===== src/rtl/axil_write_config_bridge_if.sv =====
// rtl/axil_write_config_bridge_if.sv - write_config_i: config write beat (addr/data/valid), no backpressure
//
// Ports (modports):
//   m : producer side, drives addr, data, valid
//   s : consumer side, samples addr, data, valid
interface write_config_i #(
    parameter int ADDR_BITS = 32,
    parameter int DATA_BITS = 32
);
    logic [ADDR_BITS-1:0] addr;
    logic [DATA_BITS-1:0] data;
    logic                 valid;

    modport m (output addr, output data, output valid);
    modport s (input  addr, input  data, input  valid);
endinterface


===== src/rtl/axil_write_config_bridge.sv =====
// rtl/axil_write_config_bridge.sv - AXI4-Lite write slave that turns each write into one config beat
//
// Accepts one AXI4-Lite write at a time (AW and W in any order), emits a single
// out.valid pulse carrying (awaddr - ADDR_BASE, wdata), then answers on B.
//
// Parameters:
//   AXI_ADDR_BITS, AXIL_DATA_BITS : bus widths
//   ADDR_BASE                     : subtracted from awaddr (wraps, never an error)
//   OUT_REG                       : 1 = out fields registered, 0 = driven from capture registers
// Optional feature macro: AXIL_WSTRB_CHECK_EN
//   defined   -> partial-strobe writes are not forwarded and get SLVERR
//   undefined -> wstrb ignored, every write forwarded with OKAY
//
// Ports:
//   clk, rst_n                         : clock, asynchronous active-low reset
//   s_axil_aw*, s_axil_w*, s_axil_b*   : AXI4-Lite write address / data / response channels
//   out (write_config_i.m)             : forwarded config write, single-cycle valid
module axil_write_config_bridge #(
    parameter int                       AXI_ADDR_BITS  = 32,
    parameter int                       AXIL_DATA_BITS = 32,
    parameter logic [AXI_ADDR_BITS-1:0] ADDR_BASE      = '0,
    parameter bit                       OUT_REG        = 1'b1
) (
    input  logic                        clk,
    input  logic                        rst_n,

    input  logic [AXI_ADDR_BITS-1:0]    s_axil_awaddr,
    input  logic                        s_axil_awvalid,
    output logic                        s_axil_awready,

    input  logic [AXIL_DATA_BITS-1:0]   s_axil_wdata,
    input  logic [AXIL_DATA_BITS/8-1:0] s_axil_wstrb,
    input  logic                        s_axil_wvalid,
    output logic                        s_axil_wready,

    output logic [1:0]                  s_axil_bresp,
    output logic                        s_axil_bvalid,
    input  logic                        s_axil_bready,

    write_config_i.m                    out
);
    typedef enum logic [1:0] {IDLE, EMIT, RESP} state_t;

    // Reset resynchroniser: asserts asynchronously, releases two clocks after rst_n rises.
    logic [1:0] rst_sync_q;
    logic       rst_int_n;

    always_ff @(posedge clk or negedge rst_n) begin
        if (!rst_n) rst_sync_q <= 2'b00;
        else        rst_sync_q <= {rst_sync_q[0], 1'b1};
    end
    assign rst_int_n = rst_sync_q[1];

    state_t                    state_q, state_d;
    logic                      aw_full_q, aw_full_d;
    logic                      w_full_q, w_full_d;
    logic [AXI_ADDR_BITS-1:0]  aw_addr_q, aw_addr_d;
    logic [AXIL_DATA_BITS-1:0] w_data_q, w_data_d;
    logic                      err_q, err_d;
    logic                      out_valid_q, out_valid_d;
    logic [AXI_ADDR_BITS-1:0]  out_addr_q, out_addr_d;
    logic [AXIL_DATA_BITS-1:0] out_data_q, out_data_d;
    logic                      resp_arm_q, resp_arm_d;

    logic strb_bad;
    logic aw_hs, w_hs, b_hs;

`ifdef AXIL_WSTRB_CHECK_EN
    assign strb_bad = (s_axil_wstrb != '1);
`else
    assign strb_bad = 1'b0;
    logic unused_wstrb;
    assign unused_wstrb = ^s_axil_wstrb;
`endif

    assign s_axil_awready = rst_int_n && (state_q == IDLE) && !aw_full_q;
    assign s_axil_wready  = rst_int_n && (state_q == IDLE) && !w_full_q;

    // With registered outputs the response waits one extra RESP cycle so that
    // bvalid still trails out.valid by exactly one cycle.
    assign s_axil_bvalid = (state_q == RESP) && (!OUT_REG || resp_arm_q);
    assign s_axil_bresp  = s_axil_bvalid ? {err_q, 1'b0} : 2'b00;

    assign aw_hs = s_axil_awvalid && s_axil_awready;
    assign w_hs  = s_axil_wvalid  && s_axil_wready;
    assign b_hs  = s_axil_bvalid  && s_axil_bready;

    always_comb begin
        state_d     = state_q;
        aw_full_d   = aw_full_q;
        w_full_d    = w_full_q;
        aw_addr_d   = aw_addr_q;
        w_data_d    = w_data_q;
        err_d       = err_q;
        out_valid_d = 1'b0;
        out_addr_d  = out_addr_q;
        out_data_d  = out_data_q;
        resp_arm_d  = 1'b0;

        unique case (state_q)
            IDLE: begin
                // Address is stored already rebased so out.addr reads 0 in reset.
                if (aw_hs) begin
                    aw_full_d = 1'b1;
                    aw_addr_d = s_axil_awaddr - ADDR_BASE;
                end
                if (w_hs) begin
                    w_full_d = 1'b1;
                    w_data_d = s_axil_wdata;
                    err_d    = strb_bad;
                end
                if (aw_full_d && w_full_d) state_d = EMIT;
            end
            EMIT: begin
                state_d     = RESP;
                out_valid_d = !err_q;
                out_addr_d  = aw_addr_q;
                out_data_d  = w_data_q;
            end
            RESP: begin
                resp_arm_d = 1'b1;
                if (b_hs) begin
                    state_d    = IDLE;
                    aw_full_d  = 1'b0;
                    w_full_d   = 1'b0;
                    resp_arm_d = 1'b0;
                end
            end
            default: state_d = IDLE;
        endcase
    end

    always_ff @(posedge clk or negedge rst_int_n) begin
        if (!rst_int_n) begin
            state_q     <= IDLE;
            aw_full_q   <= 1'b0;
            w_full_q    <= 1'b0;
            aw_addr_q   <= '0;
            w_data_q    <= '0;
            err_q       <= 1'b0;
            out_valid_q <= 1'b0;
            out_addr_q  <= '0;
            out_data_q  <= '0;
            resp_arm_q  <= 1'b0;
        end else begin
            state_q     <= state_d;
            aw_full_q   <= aw_full_d;
            w_full_q    <= w_full_d;
            aw_addr_q   <= aw_addr_d;
            w_data_q    <= w_data_d;
            err_q       <= err_d;
            out_valid_q <= out_valid_d;
            out_addr_q  <= out_addr_d;
            out_data_q  <= out_data_d;
            resp_arm_q  <= resp_arm_d;
        end
    end

    generate
        if (OUT_REG) begin : g_out_reg
            assign out.valid = out_valid_q;
            assign out.addr  = out_addr_q;
            assign out.data  = out_data_q;
        end else begin : g_out_comb
            assign out.valid = (state_q == EMIT) && !err_q;
            assign out.addr  = aw_addr_q;
            assign out.data  = w_data_q;
        end
    endgenerate
endmodule

===== src/flat_wrapper.sv =====
// flat-port wrapper written by rule: the top's interface ports become plain ports
module axil_write_config_bridge_flat 
#(
    parameter int                       AXI_ADDR_BITS  = 32,
    parameter int                       AXIL_DATA_BITS = 32,
    parameter logic [AXI_ADDR_BITS-1:0] ADDR_BASE      = '0,
    parameter bit                       OUT_REG        = 1'b1
)
  (clk, rst_n, s_axil_awaddr, s_axil_awvalid, s_axil_awready, s_axil_wdata, s_axil_wstrb, s_axil_wvalid, s_axil_wready, s_axil_bresp, s_axil_bvalid, s_axil_bready, out_addr, out_data, out_valid);
  write_config_i out_i ();
  input  logic clk;
  input  logic rst_n;
  input  logic [AXI_ADDR_BITS-1:0] s_axil_awaddr;
  input  logic s_axil_awvalid;
  output logic s_axil_awready;
  input  logic [AXIL_DATA_BITS-1:0] s_axil_wdata;
  input  logic [AXIL_DATA_BITS/8-1:0] s_axil_wstrb;
  input  logic s_axil_wvalid;
  output logic s_axil_wready;
  output logic [1:0] s_axil_bresp;
  output logic s_axil_bvalid;
  input  logic s_axil_bready;
  output wire logic [$bits(out_i.addr)-1:0] out_addr;
  output wire logic [$bits(out_i.data)-1:0] out_data;
  output wire logic [$bits(out_i.valid)-1:0] out_valid;
  assign out_addr = out_i.addr;
  assign out_data = out_i.data;
  assign out_valid = out_i.valid;
  axil_write_config_bridge #(.AXI_ADDR_BITS(AXI_ADDR_BITS), .AXIL_DATA_BITS(AXIL_DATA_BITS), .ADDR_BASE(ADDR_BASE), .OUT_REG(OUT_REG)) u_core (.clk(clk), .rst_n(rst_n), .s_axil_awaddr(s_axil_awaddr), .s_axil_awvalid(s_axil_awvalid), .s_axil_awready(s_axil_awready), .s_axil_wdata(s_axil_wdata), .s_axil_wstrb(s_axil_wstrb), .s_axil_wvalid(s_axil_wvalid), .s_axil_wready(s_axil_wready), .s_axil_bresp(s_axil_bresp), .s_axil_bvalid(s_axil_bvalid), .s_axil_bready(s_axil_bready), .out(out_i));
endmodule

===== config.mk =====
export PLATFORM = sky130hd
export DESIGN_NAME = axil_write_config_bridge_flat
export DESIGN_NICKNAME = d
export VERILOG_FILES = /design/src/rtl/axil_write_config_bridge_if.sv /design/src/rtl/axil_write_config_bridge.sv /design/src/flat_wrapper.sv
export SDC_FILE = /design/constraint.sdc
export NUM_CORES = 1
export LEC_CHECK = 0
export CELL_PAD_IN_SITES_DETAIL_PLACEMENT = 0
export CELL_PAD_IN_SITES_GLOBAL_PLACEMENT = 1
export CORE_MARGIN = 2
export CORE_UTILIZATION = 40
export DETAILED_ROUTE_END_ITERATION = 10
export GPL_ROUTABILITY_DRIVEN = 0
export PLACE_DENSITY = 0.82
export RECOVER_POWER = 100
export SLEW_MARGIN = 10
export SYNTH_ARGS = -nofsm -noshare
export SYNTH_HDL_FRONTEND = slang
export SYNTH_SLANG_ARGS = --single-unit

===== constraint.sdc =====
create_clock -name clk -period 6.7 [get_ports clk]
set_clock_uncertainty 0.2 [all_clocks]
set_input_delay 1.34 -clock clk [delete_from_list [all_inputs] [get_ports clk]]
set_output_delay 1.34 -clock clk [all_outputs]
set_load 0.1 [all_outputs]

==> impl_metrics.json <==
{
  "clk_pin_slew_ns": 0.05,
  "die_area_um2": 14400,
  "holdCritPathClass": "flop to flop",
  "std_cell_rows": 42,
  "netlist_area_um2": 5370,
  "yosys.area_share.adder_pct": 0,
  "holdPathStages": 0,
  "synth_top_cell_by_area": "dfrtp_1",
  "critical_path_peak_fanout": 35,
  "cts_resized": 0,
  "numPortBuffers": 136,
  "synth.top_cell.area_share_pct": 63.4,
  "synth_xor_area_share_pct": 0,
  "dp_hpwl_um": 6700,
  "setup.worst_path.class": "flop to flop",
  "syn_area_per_cell_um2": 17.9,
  "busiest_layer": "met2",
  "numClockSinks": 136,
  "io_pins": 143,
  "fp.dieH_um": 120,
  "ys_seq_area_share_pct": 63.4,
  "syn_inst": 300,
  "core-area_um2": 13200,
  "cts_buffers": 17,
  "htree_num_levels": 4,
  "yosysUniqueCellTypes": 17,
  "end_kind": "flop",
  "num_vias": 2913,
  "post_cts_buffers": 0,
  "synth_mux_area_share_pct": 31.0,
  "ys_warn_count": 0,
  "grt_use_met2_pct": 23.1,
  "drt_iter0_drc": 95,
  "cts_buffer_depth": 2,
  "ys_ff_latch": 136,
  "wl_per_cell_um": 16.1,
  "worstRegToRegCells": 3,
  "drc": 0,
  "worst_pin_slew_ns": 3.03,
  "max_cap_violations": 4,
  "grt-ovfl-total": 0,
  "grt_antenna_before_repair": 1,
  "dp_slack_ns": 2.56,
  "finalCritPeriodShare_pct": 75.7,
  "maxSlewHeadroom_pct": -102,
  "worst_setup_path_start_kind": "flop",
  "insertion_delay_ns": 0.41,
  "synth_top_family_by_area": "multiplexers",
  "cts_hold_buffers": 0,
  "final_hold_viol_count": 0,
  "grt_pass1_vias": 3238,
  "grtUsageMet1_pct": 20.5,
  "status": "finished, violations left",
  "cts_root_buf": "clkbuf_16",
  "arrival_ns": 5.16,
  "synth-simple-area-share_pct": 1.98,
  "drive_above_1_share_pct": 21.0,
  "slew_viol_final": 102,
  "period_needed_ns": 5.07,
  "ant_nets": 0,
  "use_met3_pct": 6.23,
  "grt_max_degree": 76,
  "timing.final.ws_setup_ns": 1.63,
  "fin_setup_tns_ns": 0,
  "synth_compound_area_share_pct": 0.769,
  "routed_wirelength_um": 10100,
  "nets": 516,
  "cts_tree": "yes",
  "grt.total_usage_pct": 15.5,
  "max_freq_mhz": 197,
  "violations": "capacitance limit, slew limit",
  "rsz0062_at_grt": "no",
  "die_w_um": 120,
  "start_util_pct": 40.7,
  "via_per_inst": 4.62,
  "firstDrtPassIters": 4,
  "area_growth_pct": 31.9,
  "finalSetupViolCount": 0,
  "required_ns": 6.79,
  "grt_first_pass_wirelength_um": 17000,
  "ys_top_cells_by_area": "dfrtp_1, mux2_4, mux2_2"
}
-- placed cells by master, fill, tap and decap left out --
cell type | synthesis | routed
a21oi_1 | 3 | 3
and3b_1 | 2 | 2
buf_4 | 3 | 1
bufinv_16 | 0 | 1
clkbuf_1 | 0 | 7
clkbuf_16 | 0 | 17
clkbuf_8 | 0 | 1
clkdlybuf4s50_1 | 0 | 65
clkinv_2 | 0 | 4
conb_1 | 2 | 3
dfrtp_1 | 136 | 135
dfrtp_4 | 0 | 1
diode_2 | 0 | 1
dlygate4sd3_1 | 0 | 71
mux2_1 | 0 | 59
mux2_2 | 68 | 68
mux2_4 | 60 | 1
nand2_1 | 1 | 3
nor2b_1 | 2 | 2
nor4_1 | 1 | 1
nor4b_1 | 0 | 2
o21ai_0 | 4 | 4
o22ai_1 | 1 | 1
or2_2 | 1 | 1
-- cell type report --
class | instances | area [um^2]
timing repair buffer | 138 | 1370
antenna | 1 | 2.50
sequential | 136 | 3410
clock buffer | 24 | 462
fill | 1172 | 6110
clock inverter | 5 | 50.0
multi-input combinational | 150 | 1570
tap | 176 | 220
-- worst max-delay path, stage by stage (launching register included) --
cell	delay, ns
dfrtp_1	0.47
nor2b_1	2.28
clkbuf_1	1.54
mux2_2	0.45
-- sequential cells by signal, indices dropped and copies added, names as in the netlist --
signal and count:
u_core.w_full_q 1, u_core.out.data 32, u_core.resp_arm_q 1, u_core.aw_addr_q 32, u_core.aw_full_q 1, u_core.w_data_q 32
u_core.state_q 2, u_core.out.valid 1, u_core.out.addr 32, u_core.rst_sync_q 2
-- Yosys cell counts (all sizes together) --
cell	number
a21oi	3
and3b	2
buf	15
conb	2
dfrtp	136
mux2	128
nand2	3
nor2b	2
nor4	1
nor4b	2
o21ai	4
o22ai	1
or2	1
-- layer usage --
metal,vias up,share of wire [%]
met2,88,48
met5,-,0
li1,1339,-
met3,10,6.4
met1,1476,45
met4,0,1.2
-- cells by family (layout without fill, tap and decap cells) --
| logic type | Yosys count | in the layout |
|---|---|---|
| flip-flops | 136 | 136 |
| multiplexers | 128 | 128 |
| buffers and inverters | 15 | 167 |
| AND/OR/NAND/NOR | 11 | 11 |
| AO/OA/AOI/OAI | 8 | 8 |
| other | 2 | 4 |
-- per-stage QoR --
stage	hold slack, ns	utilization, %	instance area, um^2	std cells
2_1_floorplan	0.131	-	5370	301
3_3_place_gp	0.138	51.8	6840	600
3_5_place_dp	0.142	51.8	6840	600
4_1_cts	0.154	55.7	7350	629
5_1_grt	0.165	53.7	7080	629
6_report	0.151	53.7	7080	630
-- worst paths after layout --
kind                                                      from                              to  slack [ns]
worst max register to register   u_core.state_q[0]$_DFFE_PN0P_  u_core.out.data[7]$_DFFE_PN0P_        1.63
max in group asynchronous       u_core.rst_sync_q[1]$_DFF_PN0_  u_core.out.addr[8]$_DFFE_PN0P_        4.63
worst min-delay path            u_core.rst_sync_q[0]$_DFF_PN0_  u_core.rst_sync_q[1]$_DFF_PN0_        0.15
min in group asynchronous       u_core.rst_sync_q[1]$_DFF_PN0_      u_core.out.valid$_DFF_PN0_        0.21
worst max-delay path             u_core.state_q[0]$_DFFE_PN0P_  u_core.out.data[7]$_DFFE_PN0P_        1.63
worst min register to register  u_core.rst_sync_q[0]$_DFF_PN0_  u_core.rst_sync_q[1]$_DFF_PN0_        0.15
Power is left out: the tool's default activity adds up to more than one toggle a clock period on the data nets, which glitch-free logic cannot reach.
